File: src/rtl/uart_pkg.sv
// Shared UART definitions: parity encodings, receiver state type and baud divisor helper.
package uart_pkg;

  localparam int unsigned PARITY_NONE = 0;
  localparam int unsigned PARITY_EVEN = 1;
  localparam int unsigned PARITY_ODD  = 2;

  typedef enum logic [2:0] {
    S_IDLE,
    S_START,
    S_DATA,
    S_PARITY,
    S_STOP,
    S_BREAK
  } rx_state_t;

  function automatic int unsigned cycles_per_baud(input int unsigned clk_hz,
                                                  input int unsigned baud_rate);
    return clk_hz / baud_rate;
  endfunction

endpackage

File: src/rtl/uart_rx_fifo.sv
// Synchronous FIFO holding received {parity flag, payload} words; head read is zero while empty.
module uart_rx_fifo #(
  parameter int unsigned WIDTH = 9,
  parameter int unsigned DEPTH = 4
) (
  input  logic             clk_in,
  input  logic             rst_in,
  input  logic             push_in,
  input  logic [WIDTH-1:0] wdata_in,
  input  logic             pop_in,
  output logic [WIDTH-1:0] rdata_out,
  output logic             full_out,
  output logic             empty_out
);

  localparam int unsigned    AW      = (DEPTH > 1) ? $clog2(DEPTH) : 1;
  localparam logic [AW:0]    C_DEPTH = (AW + 1)'(DEPTH);

  logic [WIDTH-1:0] r_mem [DEPTH];
  logic [AW-1:0]    r_wptr;
  logic [AW-1:0]    r_rptr;
  logic [AW:0]      r_count;
  logic             w_push;
  logic             w_pop;

  assign empty_out = (r_count == '0);
  assign full_out  = (r_count == C_DEPTH);
  assign w_pop     = pop_in && !empty_out;
  // A pop frees the slot in the same cycle, so a full queue still accepts a push.
  assign w_push    = push_in && (!full_out || w_pop);
  assign rdata_out = empty_out ? '0 : r_mem[r_rptr];

  always_ff @(posedge clk_in) begin
    if (w_push) begin
      r_mem[r_wptr] <= wdata_in;
    end
  end

  always_ff @(posedge clk_in) begin
    if (rst_in) begin
      r_wptr  <= '0;
      r_rptr  <= '0;
      r_count <= '0;
    end else begin
      if (w_push) begin
        r_wptr <= r_wptr + 1'b1;
      end
      if (w_pop) begin
        r_rptr <= r_rptr + 1'b1;
      end
      case ({w_push, w_pop})
        2'b10:   r_count <= r_count + 1'b1;
        2'b01:   r_count <= r_count - 1'b1;
        default: r_count <= r_count;
      endcase
    end
  end

endmodule

File: src/rtl/uart_rx_framed.sv
// Parametrised UART receiver with parity/framing/overrun reporting and a valid/ready output queue.
// Define UART_RX_MAJORITY_EN for 2-of-3 majority sampling around each sample point.
module uart_rx_framed
  import uart_pkg::*;
#(
  parameter int unsigned CLK_HZ     = 100_000_000,
  parameter int unsigned BAUD_RATE  = 12_000_000,
  parameter int unsigned DATA_BITS  = 8,
  parameter int unsigned PARITY     = 0,
  parameter int unsigned FIFO_DEPTH = 4
) (
  input  logic                 clk_in,
  input  logic                 rst_in,
  input  logic                 uart_rx_in,
  output logic [DATA_BITS-1:0] data_out,
  output logic                 parity_err_out,
  output logic                 valid_out,
  input  logic                 ready_in,
  output logic                 frame_err_out,
  output logic                 overrun_out
);

  localparam int unsigned CPB  = cycles_per_baud(CLK_HZ, BAUD_RATE);
  localparam int unsigned CW   = $clog2(CPB);
  localparam int unsigned HALF = CPB / 2;
  localparam int unsigned BW   = $clog2(DATA_BITS + 1);
`ifdef UART_RX_MAJORITY_EN
  localparam int unsigned SAMPLE_LAG = 1;
`else
  localparam int unsigned SAMPLE_LAG = 0;
`endif
  localparam logic [CW-1:0] C_START_PT = CW'(HALF - 1 + SAMPLE_LAG);
  localparam logic [CW-1:0] C_BIT_PT   = CW'(CPB - 1);
  localparam logic [BW-1:0] C_LAST_BIT = BW'(DATA_BITS - 1);

  if (CPB < 4) begin : g_bad_cpb
    $error("uart_rx_framed: CLK_HZ/BAUD_RATE must be >= 4");
  end
  if (DATA_BITS < 5 || DATA_BITS > 9) begin : g_bad_bits
    $error("uart_rx_framed: DATA_BITS must be 5..9");
  end
  if (FIFO_DEPTH < 2 || (FIFO_DEPTH & (FIFO_DEPTH - 1)) != 0) begin : g_bad_depth
    $error("uart_rx_framed: FIFO_DEPTH must be a power of two >= 2");
  end

  logic                 r_sync1;
  logic                 r_sync2;
  logic                 w_bit;
  rx_state_t            r_state;
  rx_state_t            w_state_nxt;
  logic [CW-1:0]        r_cnt;
  logic [CW-1:0]        w_cnt_nxt;
  logic [BW-1:0]        r_bitcnt;
  logic [BW-1:0]        w_bitcnt_nxt;
  logic [DATA_BITS-1:0] r_shift;
  logic [DATA_BITS-1:0] w_shift_nxt;
  logic                 r_par_err;
  logic                 w_par_nxt;
  logic                 r_frame_err;
  logic                 w_frame_err_nxt;
  logic                 r_overrun;
  logic                 w_overrun_nxt;
  logic                 w_push;
  logic                 w_pop;
  logic                 w_full;
  logic                 w_empty;
  logic [DATA_BITS:0]   w_head;

  always_ff @(posedge clk_in) begin
    if (rst_in) begin
      r_sync1 <= 1'b1;
      r_sync2 <= 1'b1;
    end else begin
      r_sync1 <= uart_rx_in;
      r_sync2 <= r_sync1;
    end
  end

`ifdef UART_RX_MAJORITY_EN
  logic [1:0] r_hist;

  always_ff @(posedge clk_in) begin
    if (rst_in) begin
      r_hist <= '1;
    end else begin
      r_hist <= {r_hist[0], r_sync2};
    end
  end

  // Decided one cycle after the nominal point: votes are nominal-1, nominal, nominal+1.
  assign w_bit = (r_sync2 & r_hist[0]) | (r_sync2 & r_hist[1]) | (r_hist[0] & r_hist[1]);
`else
  assign w_bit = r_sync2;
`endif

  always_ff @(posedge clk_in) begin
    if (rst_in) begin
      r_state     <= S_IDLE;
      r_cnt       <= '0;
      r_bitcnt    <= '0;
      r_shift     <= '0;
      r_par_err   <= 1'b0;
      r_frame_err <= 1'b0;
      r_overrun   <= 1'b0;
    end else begin
      r_state     <= w_state_nxt;
      r_cnt       <= w_cnt_nxt;
      r_bitcnt    <= w_bitcnt_nxt;
      r_shift     <= w_shift_nxt;
      r_par_err   <= w_par_nxt;
      r_frame_err <= w_frame_err_nxt;
      r_overrun   <= w_overrun_nxt;
    end
  end

  always_comb begin
    w_state_nxt     = r_state;
    w_cnt_nxt       = r_cnt + 1'b1;
    w_bitcnt_nxt    = r_bitcnt;
    w_shift_nxt     = r_shift;
    w_par_nxt       = r_par_err;
    w_frame_err_nxt = 1'b0;
    w_overrun_nxt   = 1'b0;
    w_push          = 1'b0;
    case (r_state)
      S_IDLE: begin
        w_cnt_nxt    = '0;
        w_bitcnt_nxt = '0;
        w_par_nxt    = 1'b0;
        if (!r_sync2) begin
          w_state_nxt = S_START;
        end
      end
      S_START: begin
        if (r_cnt == C_START_PT) begin
          w_cnt_nxt   = '0;
          w_state_nxt = w_bit ? S_IDLE : S_DATA;
        end
      end
      S_DATA: begin
        if (r_cnt == C_BIT_PT) begin
          w_cnt_nxt    = '0;
          w_shift_nxt  = {w_bit, r_shift[DATA_BITS-1:1]};
          w_bitcnt_nxt = r_bitcnt + 1'b1;
          if (r_bitcnt == C_LAST_BIT) begin
            w_state_nxt = (PARITY != PARITY_NONE) ? S_PARITY : S_STOP;
          end
        end
      end
      S_PARITY: begin
        if (r_cnt == C_BIT_PT) begin
          w_cnt_nxt   = '0;
          w_par_nxt   = w_bit ^ (^r_shift) ^ (PARITY == PARITY_ODD);
          w_state_nxt = S_STOP;
        end
      end
      S_STOP: begin
        if (r_cnt == C_BIT_PT) begin
          w_cnt_nxt = '0;
          if (w_bit) begin
            w_state_nxt = S_IDLE;
            if (w_full && !w_pop) begin
              w_overrun_nxt = 1'b1;
            end else begin
              w_push = 1'b1;
            end
          end else begin
            w_frame_err_nxt = 1'b1;
            w_state_nxt     = S_BREAK;
          end
        end
      end
      S_BREAK: begin
        if (r_sync2) begin
          w_state_nxt = S_IDLE;
        end
      end
      default: w_state_nxt = S_IDLE;
    endcase
  end

  assign w_pop = valid_out && ready_in;

  uart_rx_fifo #(
    .WIDTH (DATA_BITS + 1),
    .DEPTH (FIFO_DEPTH)
  ) u_fifo (
    .clk_in    (clk_in),
    .rst_in    (rst_in),
    .push_in   (w_push),
    .wdata_in  ({r_par_err, r_shift}),
    .pop_in    (w_pop),
    .rdata_out (w_head),
    .full_out  (w_full),
    .empty_out (w_empty)
  );

  assign valid_out                  = !w_empty;
  assign {parity_err_out, data_out} = w_head;
  assign frame_err_out              = r_frame_err;
  assign overrun_out                = r_overrun;

endmodule

File: config.mk
export PLATFORM = sky130hd
export DESIGN_NAME = uart_rx_framed
export DESIGN_NICKNAME = d
export VERILOG_FILES = /design/src/rtl/uart_pkg.sv /design/src/rtl/uart_rx_fifo.sv /design/src/rtl/uart_rx_framed.sv
export SDC_FILE = /design/constraint.sdc
export NUM_CORES = 1
export LEC_CHECK = 0
export ABC_CLOCK_PERIOD_IN_PS = 4300
export BUFFER_PORTS_ARGS = -buffer_cell sky130_fd_sc_hd__clkbuf_2
export CAP_MARGIN = 20
export CORE_MARGIN = 3
export CORE_UTILIZATION = 60
export CTS_CLUSTER_SIZE = 20
export DETAILED_ROUTE_END_ITERATION = 10
export PLACE_DENSITY = 0.78
export SETUP_SLACK_MARGIN = 0.5
export SLEW_MARGIN = 20
export SYNTH_ARGS = -nofsm -noshare
export SYNTH_HDL_FRONTEND = slang
export SYNTH_SLANG_ARGS = --single-unit
File: constraint.sdc
create_clock -name clk_in -period 4.3 [get_ports clk_in]
set_input_delay 0.43 -clock clk_in [delete_from_list [all_inputs] [get_ports clk_in]]
set_output_delay 0.43 -clock clk_in [all_outputs]
set_load 0.01 [all_outputs]
==> out/results.ini <==
[logic_synthesis]
ys.flop_type = edfxtp_1
ys_ff_latch = 68
yosys.cell_types.count = 51
async_flop_share_pct = 0
synth_area_leader_cell = edfxtp_1
ys_warn_count = 0
synth_nets = 259
synth_edf_count = 36
synthTopCellsByArea = edfxtp_1, dfxtp_1, mux4_2
synthCells = 243
yosysSeqAreaShare_pct = 56.9
syn_area_um2 = 3030
avgSynthCellArea_um2 = 12.5
synth_top_area_share_pct = 35.7

[floorplan]
core_area_um2 = 4790
dieArea_um2 = 5930
fp-row-count = 25
start_util_pct = 63.2
die_h_um = 77.0
io_pins = 16
die_w_um = 77.0

[detailed_routing]
viasPerCell = 5.38
postRouteAntennaNets = 0
vias = 1766
post_drt_wl_per_cell_um = 14.4
first_pass_iters = 4
drt_iter0_drc = 121
wirelength_um = 4740
drcViolationCount = 0

[setup_path]
cp.buffers_inverters = 2
r2r_start = r_cnt[0]$_SDFF_PP0_
rrSetupSlack_ns = 1.76
worst-path-stages = 11
path_cells = ha_1, ha_1, nand3_1, nor3_4, inv_1, ha_1, inv_1, fa_1, xor2_1, or3_1, a21oi_1
startpoint_type = flip-flop
slowest_delay_ns = 0.38
path_delay_family = adder cells
arrival_ns = 2.80
reg2reg_to = u_fifo.r_count[2]$_SDFFE_PP0P_
r2r_cells = 11
crit_top_cell = ha_1
path_max_fanout = 11
endpoint_kind = flip-flop
startpoint = r_cnt[0]$_SDFF_PP0_
crit_path_end = u_fifo.r_count[2]$_SDFFE_PP0P_
required_ns = 4.56
cpMaxStageDelayCell = ha_1
path_class = flip-flop to flip-flop

[layout]
regArea_um2 = 1720
final_layout_size_suffix_gt1_share_pct = 19.9
nFillCells = 345
final_cell_mix = edfxtp_1, dfxtp_1, nand2_1
layoutNonFillerInstCount = 328
finalNetCount = 272
diodes = 0
multi_input_area_um2 = 1180
area_delta_synth_final_pct = 9.84
final_common_cell = edfxtp_1

[clock_tree]
cts_hold_buf = 0
clk_path_buf_depth = 2
htreeDepth = 3
cts_buffers = 9
clkSinkCount = 68
clk-insertion-delay-late_ns = 0.33
clkSlewWorstSetupHoldPaths_ns = 0.07
cts_resized = 0
cts_setup_buffers = 0
cts_tree = yes
cts_root_buf = clkbuf_8

[global_route]
use_met3_pct = 4.81
grt-busiest-layer = met2
met2_usage_pct = 27.2
grt_overflow = 0
antenna_found_initial = 0
grt_pass1_vias = 1675
grt_pass1_wl_um = 8070
grt_use_met1_pct = 23.1
grt_max_degree = 30
grt_usage_pct = 17.3

[timing]
setup_viol = 0
layout_min_cycle_time_ns = 2.54
slew_violations = 0
fin_crit_sh_pct = 59.1
worstMarginPinSlew_ns = 0.685
clock_skew_ns = 0.00763
tns_ns = 0
fmax_mhz = 393
slew_headroom_pct = 54.3
grt_setup_unrepaired = false
hold_viol = 0

[power]
p_int_uw = 1010
combPwrFrac_pct = 1.0
leakagePower_uw = 0.00117
p_sw_uw = 244
switching_share_pct = 19.5
p_seq_share_pct = 54.4
power_uw = 1250
p_clk_share_pct = 44.6
powerDensity_nw_per_um2 = 376
peakVddDrop_v = 0.000333

[worst_hold_path]
hold_depth = 2
hp-class = input pin to flip-flop

[placed_design]
hpwl_um = 3240
place.gp.congestion = 0.783
place_inst = 312
portBuffers = 15

[outcome]
outcome = completed

[flow_run]
drv_cap = 0

power groups by stage:
stage	registers [uW]	clock network, uW	logic [uW]
6_report	680	558	13.0
3_3_place_gp	694	0	12.8
5_1_grt	680	595	14.5
2_1_floorplan	693	0	11.7
3_5_place_dp	694	0	13.1
4_1_cts	680	564	13.0
per-stage QoR:
step                hold slack (ns)  area [um2]  setup slack (ns)  utilization (%)
floorplan                     0.389        3030              1.95                -
global placement              0.392        3110              1.85             65.0
detailed placement            0.393        3110              1.74             65.0
CTS                           0.269        3320              1.74             69.5
global route                  0.275        3320              1.48             69.5
finish                        0.284        3320              1.76             69.5
state kept, by name, summed over array words and instances, names as in the netlist, named ones only:
register and cells:
r_par_err 1, frame_err_out 1, r_sync2 1, r_shift 8, r_bitcnt 4, r_cnt 3
u_fifo.r_count 3, u_fifo.r_wptr 2, r_sync1 1, u_fifo.r_mem 36, overrun_out 1, r_state 3
u_fifo.r_rptr 2
worst register-to-register path, delay by kind of cell, from the launching register on:
| kind | cells | cell delay, ns |
|---|---|---|
| fa+ha+maj | 4 | 1.00 |
| compound gates | 1 | 0.14 |
| xor+xnor | 1 | 0.07 |
| flops | 1 | 0.33 |
| simple gates | 3 | 0.75 |
| buf+inv | 2 | 0.18 |
worst min path at each step:
stage	startpoint	end	slack, ns
after global placement	r_sync1$_SDFF_PP1_	r_sync2$_SDFF_PP1_	0.39
final	uart_rx_in	r_sync1$_SDFF_PP1_	0.28
after global routing	uart_rx_in	r_sync1$_SDFF_PP1_	0.28
after detailed placement	r_sync1$_SDFF_PP1_	r_sync2$_SDFF_PP1_	0.39
after floorplan	r_sync1$_SDFF_PP1_	r_sync2$_SDFF_PP1_	0.39
after CTS	uart_rx_in	r_sync1$_SDFF_PP1_	0.27
cell type report:
cell class              instances  area share (%)
clock buffers                   9            3.73
well taps                      67            2.52
inverters                      12            1.35
repair buffers                 15            2.26
multi-input cells             150            35.6
flip-flops and latches         68            51.8
clock inverters                 7            2.75
synth_stat cells (all sizes together), types with 2 or more instances:
cell type / number
and2: 14
nor4b: 3
xnor2: 7
or3: 3
a21oi: 18
ha: 11
nor2b: 4
nor2: 17
nand3b: 2
inv: 12
dfxtp: 32
xor2: 5
mux4: 9
or2: 3
buf: 7
nor3: 6
clkbuf: 6
nand2: 22
nand3: 7
edfxtp: 36
o21ai: 2
cell families (layout without fill, tap and decap cells):
kind of cell / after synthesis / count (layout) / synth area share, %
AND/OR/NAND/NOR: 85 / 85 / 16.3
flip-flops: 68 / 68 / 56.9
AO/OA/AOI/OAI: 30 / 30 / 6.12
buffers and inverters: 25 / 43 / 4.01
XOR/XNOR: 13 / 13 / 4.46
adder cells (fa/ha/maj): 12 / 12 / 5.21
multiplexers: 10 / 10 / 7.03
per-layer routing:
layer / vias to the layer above / routed length [um] / share of wire (%)
li1: 882 / - / -
met1: 852 / 2180 / 46
met2: 28 / 2370 / 50
met3: 4 / 144 / 3.0
met4: 0 / 44 / 0.93
met5: - / 0 / 0
No activity file was read; power rests on OpenSTA's default activity.
